--- src/rtl/tdc_multi_capture.sv ---
// tdc_multi_capture
// Multi-channel time-to-digital capture core. One shared coarse counter runs
// while a measurement is active. Each channel synchronises its asynchronous
// stop input and, on the first rising edge, stores {coarse, fine}. The fine
// code is the popcount of that channel's delay-line thermometer taps.
//
// Ports
//   clk       system clock
//   rst_n     asynchronous reset, active-high
//   start     single-cycle start / re-arm pulse (ignored while running)
//   stop      per-channel asynchronous stop levels
//   taps      per-channel thermometer taps, channel c at [c*N_DELAY +: N_DELAY]
//   ch_sel    readout channel select
//   byte_sel  readout byte select within the 32-bit result
//   dout      registered result byte
//   busy      measurement running
//   done      per-channel captured flags
//   timeout   last run ended on counter saturation
//
// state | meaning
// IDLE  | after reset, waiting for start
// RUN   | counter running, channels armed
// DONE  | all captured or saturated, results held
module tdc_multi_capture #(
  parameter  int N_CH    = 2,
  parameter  int N_DELAY = 32,
  parameter  int CNT_W   = 16,
  localparam int FINE_W  = $clog2(N_DELAY + 1),
  localparam int SEL_W   = (N_CH > 1) ? $clog2(N_CH) : 1
) (
  input  logic                      clk,
  input  logic                      rst_n,
  input  logic                      start,
  input  logic [N_CH-1:0]           stop,
  input  logic [N_CH*N_DELAY-1:0]   taps,
  input  logic [SEL_W-1:0]          ch_sel,
  input  logic [1:0]                byte_sel,
  output logic [7:0]                dout,
  output logic                      busy,
  output logic [N_CH-1:0]           done,
  output logic                      timeout
);

  typedef enum logic [1:0] {ST_IDLE, ST_RUN, ST_DONE} state_t;

  localparam logic [CNT_W-1:0] CNT_MAX = '1;

  state_t                       state_q, state_d;
  logic [CNT_W-1:0]             cnt_q, cnt_d;
  logic [N_CH-1:0][31:0]        res_q, res_d;
  logic [N_CH-1:0]              done_q, done_d;
  logic                         timeout_q, timeout_d;
  logic [7:0]                   dout_q, dout_d;

  logic [N_CH-1:0]              s1_q, s2_q, s3_q, edge_q;
  logic [N_CH*N_DELAY-1:0]      t1_q, t2_q;

  logic [N_CH-1:0][FINE_W-1:0]  fine;
  logic [N_CH-1:0]              cap;
  logic [31:0]                  sel_res;

  // Stop synchroniser, history flop and registered edge pulse. The taps
  // pipeline runs alongside so the fine code comes from settled taps.
  always_ff @(posedge clk or posedge rst_n) begin
    if (rst_n) begin
      s1_q   <= '0;
      s2_q   <= '0;
      s3_q   <= '0;
      edge_q <= '0;
      t1_q   <= '0;
      t2_q   <= '0;
    end else begin
      s1_q   <= stop;
      s2_q   <= s1_q;
      s3_q   <= s2_q;
      edge_q <= s2_q & ~s3_q;
      t1_q   <= taps;
      t2_q   <= t1_q;
    end
  end

  // Popcount instead of priority encode: bubbles in the thermometer code
  // still give a sensible fine value.
  always_comb begin
    fine = '0;
    for (int c = 0; c < N_CH; c++) begin
      for (int i = 0; i < N_DELAY; i++) begin
        fine[c] = fine[c] + FINE_W'(t2_q[c*N_DELAY + i]);
      end
    end
  end

  assign cap = (state_q == ST_RUN) ? (edge_q & ~done_q) : '0;

  always_comb begin
    state_d   = state_q;
    cnt_d     = cnt_q;
    res_d     = res_q;
    done_d    = done_q;
    timeout_d = timeout_q;
    case (state_q)
      ST_IDLE, ST_DONE: begin
        if (start) begin
          state_d   = ST_RUN;
          cnt_d     = '0;
          res_d     = '0;
          done_d    = '0;
          timeout_d = 1'b0;
        end
      end
      ST_RUN: begin
        for (int c = 0; c < N_CH; c++) begin
          if (cap[c]) begin
            res_d[c]                   = '0;
            res_d[c][FINE_W-1:0]       = fine[c];
            res_d[c][FINE_W +: CNT_W]  = cnt_q;
            done_d[c]                  = 1'b1;
          end
        end
        // Decided on registered flags, so DONE follows the last capture by a cycle.
        if (&done_q) begin
          state_d = ST_DONE;
        end else if (cnt_q == CNT_MAX) begin
          state_d   = ST_DONE;
          timeout_d = 1'b1;
        end else begin
          cnt_d = cnt_q + 1'b1;
        end
      end
      default: state_d = ST_IDLE;
    endcase
  end

  // Unmatched ch_sel (>= N_CH) falls through to zero.
  always_comb begin
    sel_res = '0;
    for (int c = 0; c < N_CH; c++) begin
      if (SEL_W'(c) == ch_sel) sel_res = res_q[c];
    end
    dout_d = 8'(sel_res >> {byte_sel, 3'b000});
  end

  always_ff @(posedge clk or posedge rst_n) begin
    if (rst_n) begin
      state_q   <= ST_IDLE;
      cnt_q     <= '0;
      res_q     <= '0;
      done_q    <= '0;
      timeout_q <= 1'b0;
      dout_q    <= '0;
    end else begin
      state_q   <= state_d;
      cnt_q     <= cnt_d;
      res_q     <= res_d;
      done_q    <= done_d;
      timeout_q <= timeout_d;
      dout_q    <= dout_d;
    end
  end

  assign dout    = dout_q;
  assign busy    = (state_q == ST_RUN);
  assign done    = done_q;
  assign timeout = timeout_q;

endmodule

--- config.mk ---
export PLATFORM = sky130hd
export DESIGN_NAME = tdc_multi_capture
export DESIGN_NICKNAME = d
export VERILOG_FILES = /design/src/rtl/tdc_multi_capture.sv
export SDC_FILE = /design/constraint.sdc
export NUM_CORES = 1
export LEC_CHECK = 0
export ABC_AREA = 0
export BUFFER_PORTS_ARGS = -buffer_cell sky130_fd_sc_hd__buf_2
export CAP_MARGIN = 15
export CORE_MARGIN = 5
export CORE_UTILIZATION = 40
export CTS_BUF_LIST = sky130_fd_sc_hd__clkbuf_16
export CTS_CLUSTER_SIZE = 30
export DETAILED_ROUTE_END_ITERATION = 12
export SKIP_LAST_GASP = 1
export SYNTH_ARGS = -nofsm -noshare
export SYNTH_HDL_FRONTEND = slang
export SYNTH_SLANG_ARGS = --single-unit
--- constraint.sdc ---
create_clock -name clk -period 6.4 [get_ports clk]
set_clock_uncertainty 0.1 [all_clocks]
set_input_delay 0 -clock clk [delete_from_list [all_inputs] [get_ports clk]]
set_output_delay 0 -clock clk [all_outputs]
set_load 0.05 [all_outputs]
# Word level (Yosys, flattened, before mapping)
# Cells that the tools add are included.
# W data, S select, Z words.
# word_totals
reg_bits	229
latch_bits	0
ram_bits	0
mem_bits_ro	0
input_bits	72
out_inout_bits	12
elab_cells	123
mem_count	0
# classes
addsub	63
mul	0
div_mod_pow	0
order_cmp	0
eq_ne	10
n_shift	1
muxes	22
bitwise	4
reduce_logical	9
# op_table
op	count
$add A6 B1 Y6	52
$pmux W64 S2	1
$mux W32	3
$mux W64	1
$mux W16	3
$pmux W16 S2	1
$shr A32 B5 Y8	1
$add A16 B1 Y16 const B	1
$eq A16 B16 Y1 const B	1
$add A5 B1 Y6	2
$add A4 B1 Y5	2
$mux W2	5
$add A3 B1 Y4	2
$pmux W2 S2	2
$reduce_and A4 Y1	2
$add A2 B1 Y3	2
$ne A2 B1 Y1 const B	3
$ne A2 B2 Y1 const B	3
$reduce_and A3 Y1	2
$mux W1	5
$add A1 B1 Y2	2
$and A2 B2 Y2	2
$not A2 Y2	2
$reduce_and A2 Y1	2
7 further kinds	7

# Logic depth before layout (Yosys ltp)
# Gate-level depths: netlist of the first run.
# depth
ltp_word	33
mapped_depth	15

# Worst setup path before layout of the first run
# No wires, ideal clock.
# synth_timing
path_kind	register -> register
from	reg t2_q[49]
to	reg res_q[36] (netlist bit)
arrival_ps	4450
t_required_ps	6169
setup_slack_ps	1719
stages_incl_launch_ff	15
path_buffers	0
period_less_slack_ps	4681
path_cell_list	dfrtp_1 fa_1 inv_1 fa_1 fa_1 fa_1 fa_1 fa_1 inv_1 ha_1 fa_1 a21o_1 a21oi_1 xor2_1 o21ai_0
# synth_between
elab_chain_cells	17
# synth_lines
element	line_no	text
start: declaration	56	logic [N_CH*N_DELAY-1:0] t1_q, t2_q;
start signal: assignment	78	t2_q <= t1_q;
$add A6 B1 Y6 (15 in a row)	88	fine[c] = fine[c] + FINE_W'(t2_q[c*N_DELAY + i]);
$mux W32	113	if (cap[c]) begin
$pmux W64 S2	101	case (state_q)
end signal: assignment	154	res_q <= res_d;
end: declaration	50	logic [N_CH-1:0][31:0] res_q, res_d;
# No other way between the ends. The select of a mux whose other input is x is not followed.
# A chain may end at the register's enable or synchronous reset.

# Worst setup path in the final report of the first run
# layout_timing
from	reg t2_q[0]
to	reg res_q[4] (netlist bit)
# layout_between
elab_chain_cells	33
# layout_lines
element	line_no
$add A1 B1 Y2	88
$add A2 B1 Y3	88
$add A3 B1 Y4	88
$add A4 B1 Y5	88
$add A5 B1 Y6	88
$add A6 B1 Y6 (26 in a row)	88
$mux W32	113
$pmux W64 S2	101
# No other way between the ends. The select of a mux whose other input is x is not followed.

==> Implementation_results.wiki, run 1 <==
{| class="wikitable"
! Metric !! Value
|-
| Synthesized area || 8407 sq um
|-
| Total die area || 24020 sq um
|-
| Critical path data required time || 6.69 ns
|-
| Critical path, cell by cell || inv_1 > fa_1 > fa_1 > fa_1 > fa_1 > fa_1 > fa_1 > inv_1 > ha_1 > inv_1 > fa_1 > nor2b_1 > o21ai_0 > and3_1 > o31ai_1
|-
| Vias in the first global route || 5548
|-
| Run status || complete, no violations
|-
| Synth Area in Compound Gates || 7.323%
|-
| Clock buffer count from CTS || 22
|-
| Worst r2r dst || res_q[4]
|-
| Crit path capture type || flop
|-
| Top-area cell type share of the netlist area || 62.21%
|-
| Sequential area share after synthesis || 62.21%
|-
| Maximum clock insertion buffer count || 3
|-
| Final max-slew violation count || 0
|-
| Synth Area in XOR/XNOR || 0.5209%
|-
| Gp weighted congestion || 0.8867
|-
| Shortest clock period the worst path allows after layout || 4.832 ns
|-
| Setup slack of the most critical reg-to-reg path || 1.57 ns
|-
| DR DRC count || 0
|-
| Predominant post-synthesis flop cell || sky130_fd_sc_hd__dfrtp_1
|-
| Antenna violations before repair || 0
|-
| Most area-consuming cells after synthesis || sky130_fd_sc_hd__dfrtp_1 (62%), sky130_fd_sc_hd__fa_1 (11%), sky130_fd_sc_hd__inv_1 (4.9%)
|-
| Startpoint kind of the worst setup timing path || flop
|-
| CTS HTree Levels || 1
|-
| Antenna cells || 0
|-
| Chip Width || 155.0 um
|-
| Combinational family with the most area after synthesis || adder cells
|-
| Via count || 5101
|-
| Upper clock frequency limit || 207.0 MHz
|-
| Hold Path Class || input pin to flop
|-
| Global-route total usage across every layer || 13.52%
|-
| Post-Synthesis Cells || 651
|-
| Post-synthesis share of cell area spent on and, or, nand and nor gates || 7.278%
|-
| Vias per std cell || 4.646
|-
| Unrepaired setup endpoints after global routing || no
|-
| Max IR drop VDD || 0.0002507 V
|-
| Slew @ Worst Pin || 1.050 ns
|-
| Number of violations of the max-capacitance limit || 0
|-
| Cell leakage power || 5.074 nW
|-
| Average cell area after synthesis || 12.91 sq um
|-
| I/O pin count || 84
|-
| Largest fanout of any net on the critical path || 2
|-
| Final setup TNS || 0 ns
|-
| Hold worst-path end || dout[6]
|-
| Beginning of the critical path || t2_q[0]
|-
| Area growth, synth to finish || 25.21%
|-
| HP Start || byte_sel[0]
|-
| Critical path type || flop to flop
|-
| Most common cell type on the critical path || sky130_fd_sc_hd__fa_1
|-
| R2R Path Start || t2_q[0]
|-
| Buffer and inverter count on the worst path || 3
|-
| Nets in the synthesized netlist || 786
|-
| Cell count after placement || 989
|-
| Depth of the most critical reg-to-reg path || 15
|-
| Rel. slew slack || 29.99%
|-
| List of most frequent post-synthesis cells || sky130_fd_sc_hd__dfrtp_1 (209), sky130_fd_sc_hd__inv_1 (110), sky130_fd_sc_hd__nand2_1 (67), sky130_fd_sc_hd__o21ai_0 (49), sky130_fd_sc_hd__fa_1 (48)
|-
| First-pass GRT wire length || 26.88 mm
|-
| Cell family with most CP delay || adder cells
|-
| Proportion of synthesized flip-flops having asynchronous set or reset || 100.0%
|-
| Setup-failing EPs final || 0
|-
| Cell type contributing the most total cell area after synthesis || sky130_fd_sc_hd__dfrtp_1
|-
| Post-route core utilization || 50.39%
|-
| Post-cts gate resize count || 0
|-
| Starting utilization of the core area || 40.25%
|-
| Number of synthesized flops with an enable pin || 0
|-
| Final layout net count || 944
|-
| Detailed-route wire length || 15.56 mm
|-
| Mux share of post-synthesis cell area || 2.977%
|-
| Pin count of the biggest net entering global routing || 124
|-
| Clock tree root buffer cell || sky130_fd_sc_hd__clkbuf_16
|-
| Std-Cell Rows || 53
|-
| Core box area || 20890 sq um
|-
| WL per Instance || 14.17 um
|-
| Final cycle utilization of the critical path || 75.50%
|-
| Total gr overflow || 0
|-
| Data arrival at the endpoint of the critical path || 5.12 ns
|-
| Highest-delay cell along the critical path || sky130_fd_sc_hd__fa_1
|-
| Hold Fails Final Rpt || 0
|-
| Total of warnings raised by yosys || 0
|-
| Drt first-iter violations || 261
|-
| Clock-pin slew on the worst setup and hold paths || 0.06 ns
|-
| Most repeated cell in the gate-level netlist after synthesis || sky130_fd_sc_hd__dfrtp_1
|-
| Adder and majority gate portion of the synthesized area || 13.66%
|-
| Power Density || 426.8 nW/um^2
|-
| Pwr Total || 4.492 mW
|-
| Count of port buffers added during placement || 83
|-
| Clk sinks || 209
|-
| Post-DRT Antenna Nets || 0
|-
| HPWL after DPL || 10.44 mm
|-
| Count of state elements after synthesis || 209
|-
| CTS tree || done
|-
| Critical path's largest stage delay || 0.58 ns
|-
| Cell count of the worst hold path || 3
|-
| Fraction of final layout cells sized beyond drive strength 1 || 16.40%
|-
| Height of the die || 155.0 um
|-
| Cell variety after synth || 47
|-
| Router iterations before antenna repair || 5
|-
| Non-filler cells, final || 1098
|-
| Clk Latency, worst-skew pair || 0.49 ns
|}
## through the flow
step                      setup WS (ns)  cell area (sq um)  hold WS (ns)
after floorplan                  0.5908               8407      -0.06857
after global placement            1.620               9095      0.007091
after detailed placement          1.561               9095      0.009330
after CTS                         1.515              10500       0.01058
after global routing              1.276              10530       0.02989
final                             1.568              10530       0.03068
## cell families after synthesis
group / Yosys count
flops: 209
buf+inv: 132
simple gates: 124
compound gates: 103
fa+ha+maj: 63
mux: 15
xor+xnor: 5
## how the worst max path moves through the flow
| stage | endpoint | slack, ns | cells after the start |
|---|---|---|---|
| after detailed placement | res_q[4] | 1.56 | 15 |
| after floorplan | cnt_q[0] | 0.59 | 1 |
| after global routing | res_q[4] | 1.28 | 15 |
| after CTS | res_q[4] | 1.52 | 15 |
| after global placement | res_q[36] | 1.62 | 14 |
| final | res_q[4] | 1.57 | 15 |
## routing by layer
metal	vias up	share of wire (%)	track usage, %	routed length (um)
met5	-	0	0	0
met4	0	2.2	3.196	342
met3	29	4.8	2.448	752
met2	129	51	23.44	7891
met1	2536	42	17.82	6577
li1	2407	-	-	-
## registers in the layout (all words and copies together), names as in the netlist
name	count
cnt_q	16
done	2
dout	8
edge_q	2
res_q	44
s1_q	2
s2_q	2
s3_q	2
state_q	2
t1_q	64
t2_q	64
timeout	1
## worst register-to-register path: cells and delay by family (launching register included)
family	cells	cell delay, ns
adders and majority gates	8	3.52
DFF	1	0.33
and+or+nand+nor	2	0.31
AOI/OAI and AO/OA	2	0.29
buffers and inverters	3	0.18
## where the power goes
part	leakage (nW)	total, mW	internal (mW)	switching (mW)
Sequential	2.57	1.64	1.50	0.136
Combinational	2.14	1.63	0.681	0.945
Clock	0.358	1.23	0.731	0.498
Total	5.07	4.49	2.91	1.58
## final cells by class
cell class	count	area, sq um
clock buffers	23	575.6
fillers	1784	10360
flip-flops and latches	209	5230
multi-input cells	310	2670
clock inverters	15	127.6
well taps	275	344.1
repair buffers	156	1159
inverters	110	420.4
## cells in the final DEF (no fill, tap or decap), drive strengths merged, types with 3 or more instances in the layout
cell,n
a21o,4
a21oi,13
a31oi,11
and3,4
and4,5
buf,86
clkbuf,23
clkinv,11
dfrtp,209
dlygate4sd3,70
fa,48
ha,15
inv,112
mux2i,7
mux4,8
nand2,67
nand2b,4
nand3,13
nand4,7
nor2,6
nor2b,7
nor3,3
o21a,4
o21ai,49
o22ai,6
o31ai,3
xnor2,3
## timing repair
| item | 4_1_cts | 5_1_grt |
|---|---|---|
| endpoints found under the setup margin | 0 | 0 |
| hold buffers | 70 | 0 |
| hold endpoints to repair | 198 | 0 |
| setup buffers | 0 | 0 |
(Power assumes the default switching activity.)
==> run 2, diff against run 1 <==
==> constraint.sdc (replaced) <==
create_clock -name clk -period 4.9 [get_ports clk]
set_clock_uncertainty 0.1 [all_clocks]
set_input_delay 0 -clock clk [delete_from_list [all_inputs] [get_ports clk]]
set_output_delay 0 -clock clk [all_outputs]
set_load 0.05 [all_outputs]
==> run 2 against run 1 <==
Global-route usage barely moved. Register-to-register slack worse by 1.4 ns. Setup slack worse by 1.4 ns. Sequential power increased by 30%. Total power rose by 36%. Highest routed layer unchanged.
==> Implementation_results.wiki, run 2 (synthesis results as in run 1) <==
{| class="wikitable"
! Metric !! Value
|-
| R2R Path Start || t2_q[49]
|-
| Upper clock frequency limit || 212.2 MHz (+2.5%)
|-
| Net switching share of the total power || 35.17% (about the same)
|-
| Placed Instance Area || 9104 sq um (about the same)
|-
| HPWL after DPL || 10.21 mm (-2.2%)
|-
| Antenna violations before repair || 0 (unchanged)
|-
| Vias in the first global route || 5584 (+0.65%)
|-
| Final max-slew violation count || 0 (unchanged)
|-
| Chip Width || 155.0 um (unchanged)
|-
| Depth of the most critical reg-to-reg path || 14 (-1)
|-
| Std-Cell Rows || 53 (unchanged)
|-
| Starting utilization of the core area || 40.25% (unchanged)
|-
| Fraction of final layout cells sized beyond drive strength 1 || 17.55% (+1.2 points)
|-
| Data arrival at the endpoint of the critical path || 4.99 ns (-0.13 ns)
|-
| Fraction of power consumed by the clock network || 27.7% (+0.3 points)
|-
| Startpoint kind of the worst setup timing path || flop
|-
| Sw Pwr || 2.142 mW (+36%)
|-
| Core box area || 20890 sq um (unchanged)
|-
| Rel. slew slack || 25.22% (-4.8 points)
|-
| Most used cells in the layout excluding fill and tap cells || sky130_fd_sc_hd__dfrtp_1 (209), sky130_fd_sc_hd__inv_1 (113), sky130_fd_sc_hd__buf_2 (83), sky130_fd_sc_hd__dlygate4sd3_1 (71), sky130_fd_sc_hd__nand2_1 (67)
|-
| Detailed-route wire length || 15.52 mm (-0.28%)
|-
| Vias per std cell || 4.592 (-1.2%)
|-
| Height of the die || 155.0 um (unchanged)
|-
| Pin count of the biggest net entering global routing || 210 (+69%)
|-
| Slew @ Worst Pin || 1.122 ns (+0.07159 ns)
|-
| DR DRC count || 0 (unchanged)
|-
| Area growth, synth to finish || 26.10%
|-
| Critical path type || flop to flop
|-
| Cell leakage power || 5.095 nW (+0.40%)
|-
| Global-route total usage across every layer || 13.49% (-0.030 points)
|-
| Final cycle utilization of the critical path || 96.18% (+21 points)
|-
| Final standard cell area without fillers || 10600 sq um (+0.71%)
|-
| Worst r2r dst || res_q[36]
|-
| Drt first-iter violations || 301 (+15%)
|-
| Total gr overflow || 0 (unchanged)
|-
| Clk Latency, worst-skew pair || 0.50 ns (about the same)
|-
| Clk sinks || 209 (unchanged)
|-
| Total die area || 24020 sq um (unchanged)
|-
| Gp weighted congestion || 0.8600 (-3.0%)
|-
| Antenna cells || 0 (unchanged)
|-
| Hold Fails Final Rpt || 0 (unchanged)
|-
| CTS HTree Levels || 1 (unchanged)
|-
| Hold worst-path end || dout[7]
|-
| CTS tree || done
|-
| Register share of total power || 35.1% (-1.4 points)
|-
| Number of violations of the max-capacitance limit || 0 (unchanged)
|-
| Largest fanout of any net on the critical path || 2 (unchanged)
|-
| Setup-failing EPs final || 0 (unchanged)
|-
| First-pass GRT wire length || 26.92 mm (+0.18%)
|-
| Maximum clock insertion buffer count || 3 (unchanged)
|-
| Router iterations before antenna repair || 5 (unchanged)
|-
| Internal power || 3.948 mW (+35%)
|-
| Setup slack of the most critical reg-to-reg path || 0.19 ns (-1.38 ns)
|-
| WL per Instance || 14.10 um (-0.55%)
|-
| Hold Path Class || input pin to flop
|-
| Clock tree root buffer cell || sky130_fd_sc_hd__clkbuf_16
|-
| Max IR drop VDD || 0.0002923 V (+17%)
|-
| Count of port buffers added during placement || 83 (unchanged)
|-
| Power share of the combinational group || 37.2% (+1.0 points)
|-
| Pwr Total || 6.090 mW (+36%)
|-
| Critical path data required time || 5.17 ns (-1.52 ns)
|-
| Final layout net count || 945 (+0.11%)
|-
| Clock buffer count from CTS || 22 (unchanged)
|-
| Via count || 5056 (-0.88%)
|-
| HP Start || byte_sel[0]
|-
| Crit path capture type || flop
|-
| Shortest clock period the worst path allows after layout || 4.713 ns (-0.1192 ns)
|-
| Cell count of the worst hold path || 3 (unchanged)
|-
| Unrepaired setup endpoints after global routing || yes
|-
| Power Density || 574.4 nW/um^2 (+35%)
|-
| I/O pin count || 84 (unchanged)
|-
| Clock-pin slew on the worst setup and hold paths || 0.06 ns (about the same)
|-
| Biggest regs || t1_q x64, t2_q x64, res_q x44
|-
| Most common library cell in the layout ignoring fill and taps || sky130_fd_sc_hd__dfrtp_1
|-
| Run status || complete, no violations
|-
| Post-DRT Antenna Nets || 0 (unchanged)
|}
[run 2: final cells by class]
| type | count | area [sq um] |
|---|---|---|
| multi-input combinational | 310 | 2699 |
| clock buffer | 22 | 550.5 |
| inverter | 110 | 416.7 |
| timing repair buffer | 157 | 1161 |
| tap | 275 | 344.1 |
| clock inverter | 18 | 200.2 |
| fill | 1779 | 10290 |
| sequential | 209 | 5230 |
[run 2: how the worst max path moves through the flow]
stage / from / endpoint / slack [ns]
finish: t2_q[49] / res_q[36] / 0.19
global route: t2_q[17] / res_q[4] / -0.007
CTS: t2_q[0] / res_q[4] / 0.003
detailed placement: t2_q[0] / res_q[4] / 0.02
global placement: t2_q[32] / res_q[36] / 0.11
floorplan: t2_q[49] / res_q[36] / 0.22
[run 2: metal layers]
| metal | track usage (%) | wire [um] | vias up |
|---|---|---|---|
| met1 | 18.34 | 6707 | 2493 |
| met3 | 2.615 | 869 | 22 |
| li1 | - | - | 2414 |
| met4 | 3.196 | 271 | 0 |
| met5 | 0 | 0 | - |
| met2 | 22.63 | 7672 | 127 |
[run 2: through the flow]
step	setup slack [ns]	util (%)	cells	TNS [ns]	hold slack [ns]
finish	0.1874	50.75	1101	0	0.002212
global route	-0.006759	50.75	1101	-0.006759	0.007308
CTS	0.003379	50.53	1099	0	0.0002936
detailed placement	0.02388	43.58	989	0	0.009328
global placement	0.1135	43.58	989	0	0.007170
floorplan	0.2191	-	651	0	-0.06857
[run 2: worst max-delay path, stage by stage, from the launching register on]
cell	delay (ns)
sky130_fd_sc_hd__dfrtp_1	0.39
sky130_fd_sc_hd__fa_1	0.53
sky130_fd_sc_hd__inv_1	0.05
sky130_fd_sc_hd__fa_1	0.46
sky130_fd_sc_hd__fa_1	0.49
sky130_fd_sc_hd__fa_1	0.53
sky130_fd_sc_hd__fa_1	0.43
sky130_fd_sc_hd__fa_1	0.49
sky130_fd_sc_hd__inv_1	0.04
sky130_fd_sc_hd__ha_2	0.18
sky130_fd_sc_hd__fa_2	0.37
sky130_fd_sc_hd__a21o_1	0.17
sky130_fd_sc_hd__a21oi_2	0.14
sky130_fd_sc_hd__xor2_1	0.14
sky130_fd_sc_hd__o21ai_0	0.08
[run 2: power by group through the flow]
stage                     Combinational, mW  Sequential (mW)  Clock [mW]
after detailed placement               2.15             2.17           0
after floorplan                        1.62             2.18           0
after global routing                   2.62             2.17        1.81
final                                  2.27             2.14        1.69
after CTS                              2.21             2.14        1.73
after global placement                 2.05             2.15           0
[run 2: repair_timing]
action,in CTS,in global routing
hold endpoints to repair,285,1
endpoints found under the setup margin,0,6
setup buffers,0,1
gates resized for setup,0,11
hold buffers,70,1
==> run 3, diff against run 2 <==
--- a/config.mk
+++ b/config.mk
@@ -8,11 +8,13 @@
 export ABC_AREA = 0
 export BUFFER_PORTS_ARGS = -buffer_cell sky130_fd_sc_hd__buf_2
 export CAP_MARGIN = 15
-export CORE_MARGIN = 5
+export CORE_ASPECT_RATIO = 1.4
+export CORE_MARGIN = 3
 export CORE_UTILIZATION = 40
 export CTS_BUF_LIST = sky130_fd_sc_hd__clkbuf_16
 export CTS_CLUSTER_SIZE = 30
 export DETAILED_ROUTE_END_ITERATION = 12
+export HOLD_SLACK_MARGIN = 0.02
 export SKIP_LAST_GASP = 1
 export SYNTH_ARGS = -nofsm -noshare
 export SYNTH_HDL_FRONTEND = slang
==> run 3 against run 2 <==
Via count shrank 0.75%. Utilization grew 0.53 points. First-iteration DRC count shrank 39%. Count of clock-buffer cells in the layout shrank 1. Fmax shrank 1.2%. Final cell count shrank 1.9%. Sequential power is essentially flat. Critical endpoint is now res_q[4]. Largest cell class unchanged. Highest routed layer unchanged.
==> Implementation_results.wiki, run 3 (synthesis results as in run 1) <==
{| class="wikitable"
! Metric !! Value
|-
| Run status || complete, no violations
|-
| Router iterations before antenna repair || 6 (+1)
|-
| Register share of total power || 35.9% (+0.8 points)
|-
| Sw Pwr || 2.100 mW (-2.0%)
|-
| Post-route core utilization || 51.28% (+0.53 points)
|-
| Final cycle utilization of the critical path || 97.38% (+1.2 points)
|-
| Largest fanout of any net on the critical path || 2 (unchanged)
|-
| GR Util met2 || 25.76% (+3.1 points)
|-
| Count of port buffers added during placement || 83 (unchanged)
|-
| Fin worst setup slack || 0.1285 ns (-0.05889 ns)
|-
| Hold Fails Final Rpt || 0 (unchanged)
|-
| R2R Path Start || t2_q[17]
|-
| Std-Cell Rows || 62 (+17%)
|-
| Number of filler instances in the final layout || 1724 (-3.1%)
|-
| Busiest layer in global routing || met2
|-
| Clk Latency, worst-skew pair || 0.49 ns (about the same)
|-
| Max IR drop VDD || 0.0003087 V (+5.6%)
|-
| Detailed-route wire length || 15.29 mm (-1.5%)
|-
| Biggest regs || t1_q x64, t2_q x64, res_q x44
|-
| Critical path data required time || 5.19 ns (+0.02 ns)
|-
| Global-route total usage across every layer || 13.98% (+0.49 points)
|-
| Fraction of final layout cells sized beyond drive strength 1 || 16.99% (-0.56 points)
|-
| Antenna cells || 0 (unchanged)
|-
| Fraction of power consumed by the clock network || 26.3% (-1.4 points)
|-
| Rel. slew slack || 26.06% (+0.84 points)
|-
| DR DRC count || 0 (unchanged)
|-
| Shortest clock period the worst path allows after layout || 4.771 ns (+0.05889 ns)
|-
| Multi-input gate area in the final layout || 2704 sq um (+0.19%)
|-
| Non-filler cells, final || 1080 (-1.9%)
|-
| Cell leakage power || 5.059 nW (-0.70%)
|-
| Area growth, synth to finish || 25.39%
|-
| Number of buffers added for setup after CTS || 0 (unchanged)
|-
| Height of the die || 177.5 um (+15%)
|-
| Most used cells in the layout excluding fill and tap cells || sky130_fd_sc_hd__dfrtp_1 (209), sky130_fd_sc_hd__inv_1 (111), sky130_fd_sc_hd__buf_2 (83), sky130_fd_sc_hd__dlygate4sd3_1 (74), sky130_fd_sc_hd__nand2_1 (67)
|-
| Via count || 5018 (-0.75%)
|-
| Antenna violations before repair || 0 (unchanged)
|-
| Gp weighted congestion || 0.8656 (+0.65%)
|-
| Upper clock frequency limit || 209.6 MHz (-1.2%)
|-
| Sequential Area || 5230 sq um (unchanged)
|-
| Net switching share of the total power || 35.25% (+0.079 points)
|-
| Depth of the most critical reg-to-reg path || 15 (+1)
|-
| Placed Instance Area || 9080 sq um (-0.26%)
|-
| Post-DRT Antenna Nets || 0 (unchanged)
|-
| Final max-slew violation count || 0 (unchanged)
|-
| WL per Instance || 14.16 um (+0.43%)
|-
| Hold worst-path end || t1_q[55]
|-
| Setup-failing EPs final || 0 (unchanged)
|-
| Slew @ Worst Pin || 1.109 ns (-0.01266 ns)
|-
| Cell count after placement || 970 (-1.9%)
|-
| Crit path capture type || flop
|-
| Final standard cell area without fillers || 10540 sq um (-0.57%)
|-
| Power Density || 565.0 nW/um^2 (-1.6%)
|-
| Power share of the combinational group || 37.8% (+0.6 points)
|-
| Maximum clock insertion buffer count || 3 (unchanged)
|-
| Pin count of the biggest net entering global routing || 210 (unchanged)
|-
| Unrepaired setup endpoints after global routing || yes
|-
| Final layout net count || 945 (unchanged)
|-
| CTS tree || done
|-
| Number of violations of the max-capacitance limit || 0 (unchanged)
|-
| Total die area || 22820 sq um (-5.0%)
|-
| Critical path type || flop to flop
|-
| Drt first-iter violations || 184 (-39%)
|-
| Data arrival at the endpoint of the critical path || 5.06 ns (+0.07 ns)
|-
| Starting utilization of the core area || 40.89% (+0.65 points)
|-
| Clk sinks || 209 (unchanged)
|-
| Chip Width || 128.5 um (-17%)
|-
| First-pass GRT wire length || 25.88 mm (-3.9%)
|-
| Clock buffer count from CTS || 20 (-9.1%)
|-
| Core box area || 20560 sq um (-1.6%)
|-
| HP Start || taps[55]
|-
| Vias in the first global route || 5328 (-4.6%)
|-
| Hold Path Class || input pin to flop
|-
| GR Util met1 || 16.75% (-1.6 points)
|-
| Internal power || 3.856 mW (-2.3%)
|-
| Met3 layer usage reported by global route || 2.258% (-0.36 points)
|-
| Clock-pin slew on the worst setup and hold paths || 0.06 ns (about the same)
|-
| Clock tree root buffer cell || sky130_fd_sc_hd__clkbuf_16
|-
| Cell count of the worst hold path || 2 (-1)
|-
| CTS HTree Levels || 1 (unchanged)
|-
| Vias per std cell || 4.646 (+1.2%)
|-
| HPWL after DPL || 10.44 mm (+2.3%)
|-
| Worst r2r dst || res_q[4]
|-
| Placement-stage worst setup slack || 0.01469 ns (-0.009194 ns)
|-
| Setup slack of the most critical reg-to-reg path || 0.13 ns (-0.06 ns)
|-
| Most common library cell in the layout ignoring fill and taps || sky130_fd_sc_hd__dfrtp_1
|-
| I/O pin count || 84 (unchanged)
|-
| Total gr overflow || 0 (unchanged)
|-
| Startpoint kind of the worst setup timing path || flop
|-
| Final setup TNS || 0 ns (unchanged)
|}
run 3: changes by cell type in the layout (fill, tap and decap cells not counted), sizes merged:
cell	previous run	this run
bufinv	4	3
clkbuf	22	21
inv	114	111
buf	86	85
dlygate4sd3	71	74
clkinvlp	2	3
run 3: layout make-up:
cell class              count  share of cell area [%]
clock buffers              21                   4.985
clock inverters            15                   1.531
inverters                 110                   3.953
multi-input cells         310                   25.65
flip-flops and latches    209                   49.61
well taps                 256                   3.039
repair buffers            159                   11.23
run 3: repair_timing:
item | 4_1_cts | 5_1_grt
setup endpoints to repair | 0 | 5
hold buffers | 74 | 0
resized for setup | 0 | 11
hold endpoints to repair | 285 | 0
run 3: power groups by stage:
| stage | sequential (mW) | clock, mW | combinational [mW] |
|---|---|---|---|
| floorplan | 2.18 | 0 | 1.62 |
| global placement | 2.16 | 0 | 2.03 |
| detailed placement | 2.17 | 0 | 2.13 |
| CTS | 2.14 | 1.62 | 2.18 |
| global route | 2.17 | 1.69 | 2.59 |
| finish | 2.14 | 1.57 | 2.25 |
run 3: worst max-delay path by stage:
stage                  start         to  depth (start not counted)  slack, ns
CTS                  t2_q[0]   res_q[4]                         15       0.02
global route        t2_q[17]   res_q[4]                         15      -0.05
global placement    t2_q[32]  res_q[36]                         14       0.12
floorplan           t2_q[49]  res_q[36]                         14       0.22
finish              t2_q[17]   res_q[4]                         15       0.13
detailed placement  t2_q[49]  res_q[36]                         14       0.01
run 3: routing by layer:
metal	wire length, um	share of wire (%)	vias up
met5	0	0	-
met4	351	2.3	0
met3	623	4.1	21
met2	8429	55	102
met1	5885	38	2487
li1	-	-	2408
run 3: stage by stage:
step | power (mW) | hold WS [ns]
floorplan | 3.792 | -0.06857
global placement | 4.188 | 0.007916
detailed placement | 4.297 | 0.009323
CTS | 5.941 | 0.02123
global route | 6.443 | 0.04094
finish | 5.956 | 0.05079
run 3: critical path, cell delays in order, from the launching register on:
cell and delay, ns:
sky130_fd_sc_hd__dfrtp_1 0.38, sky130_fd_sc_hd__fa_1 0.53, sky130_fd_sc_hd__inv_1 0.05, sky130_fd_sc_hd__fa_1 0.56, sky130_fd_sc_hd__fa_1 0.44, sky130_fd_sc_hd__fa_1 0.49
sky130_fd_sc_hd__fa_1 0.51, sky130_fd_sc_hd__fa_1 0.40, sky130_fd_sc_hd__inv_1 0.06, sky130_fd_sc_hd__ha_2 0.17, sky130_fd_sc_hd__inv_1 0.05, sky130_fd_sc_hd__fa_2 0.35
sky130_fd_sc_hd__nor2b_2 0.12, sky130_fd_sc_hd__o21ai_1 0.07, sky130_fd_sc_hd__and3_1 0.19, sky130_fd_sc_hd__o31ai_1 0.18
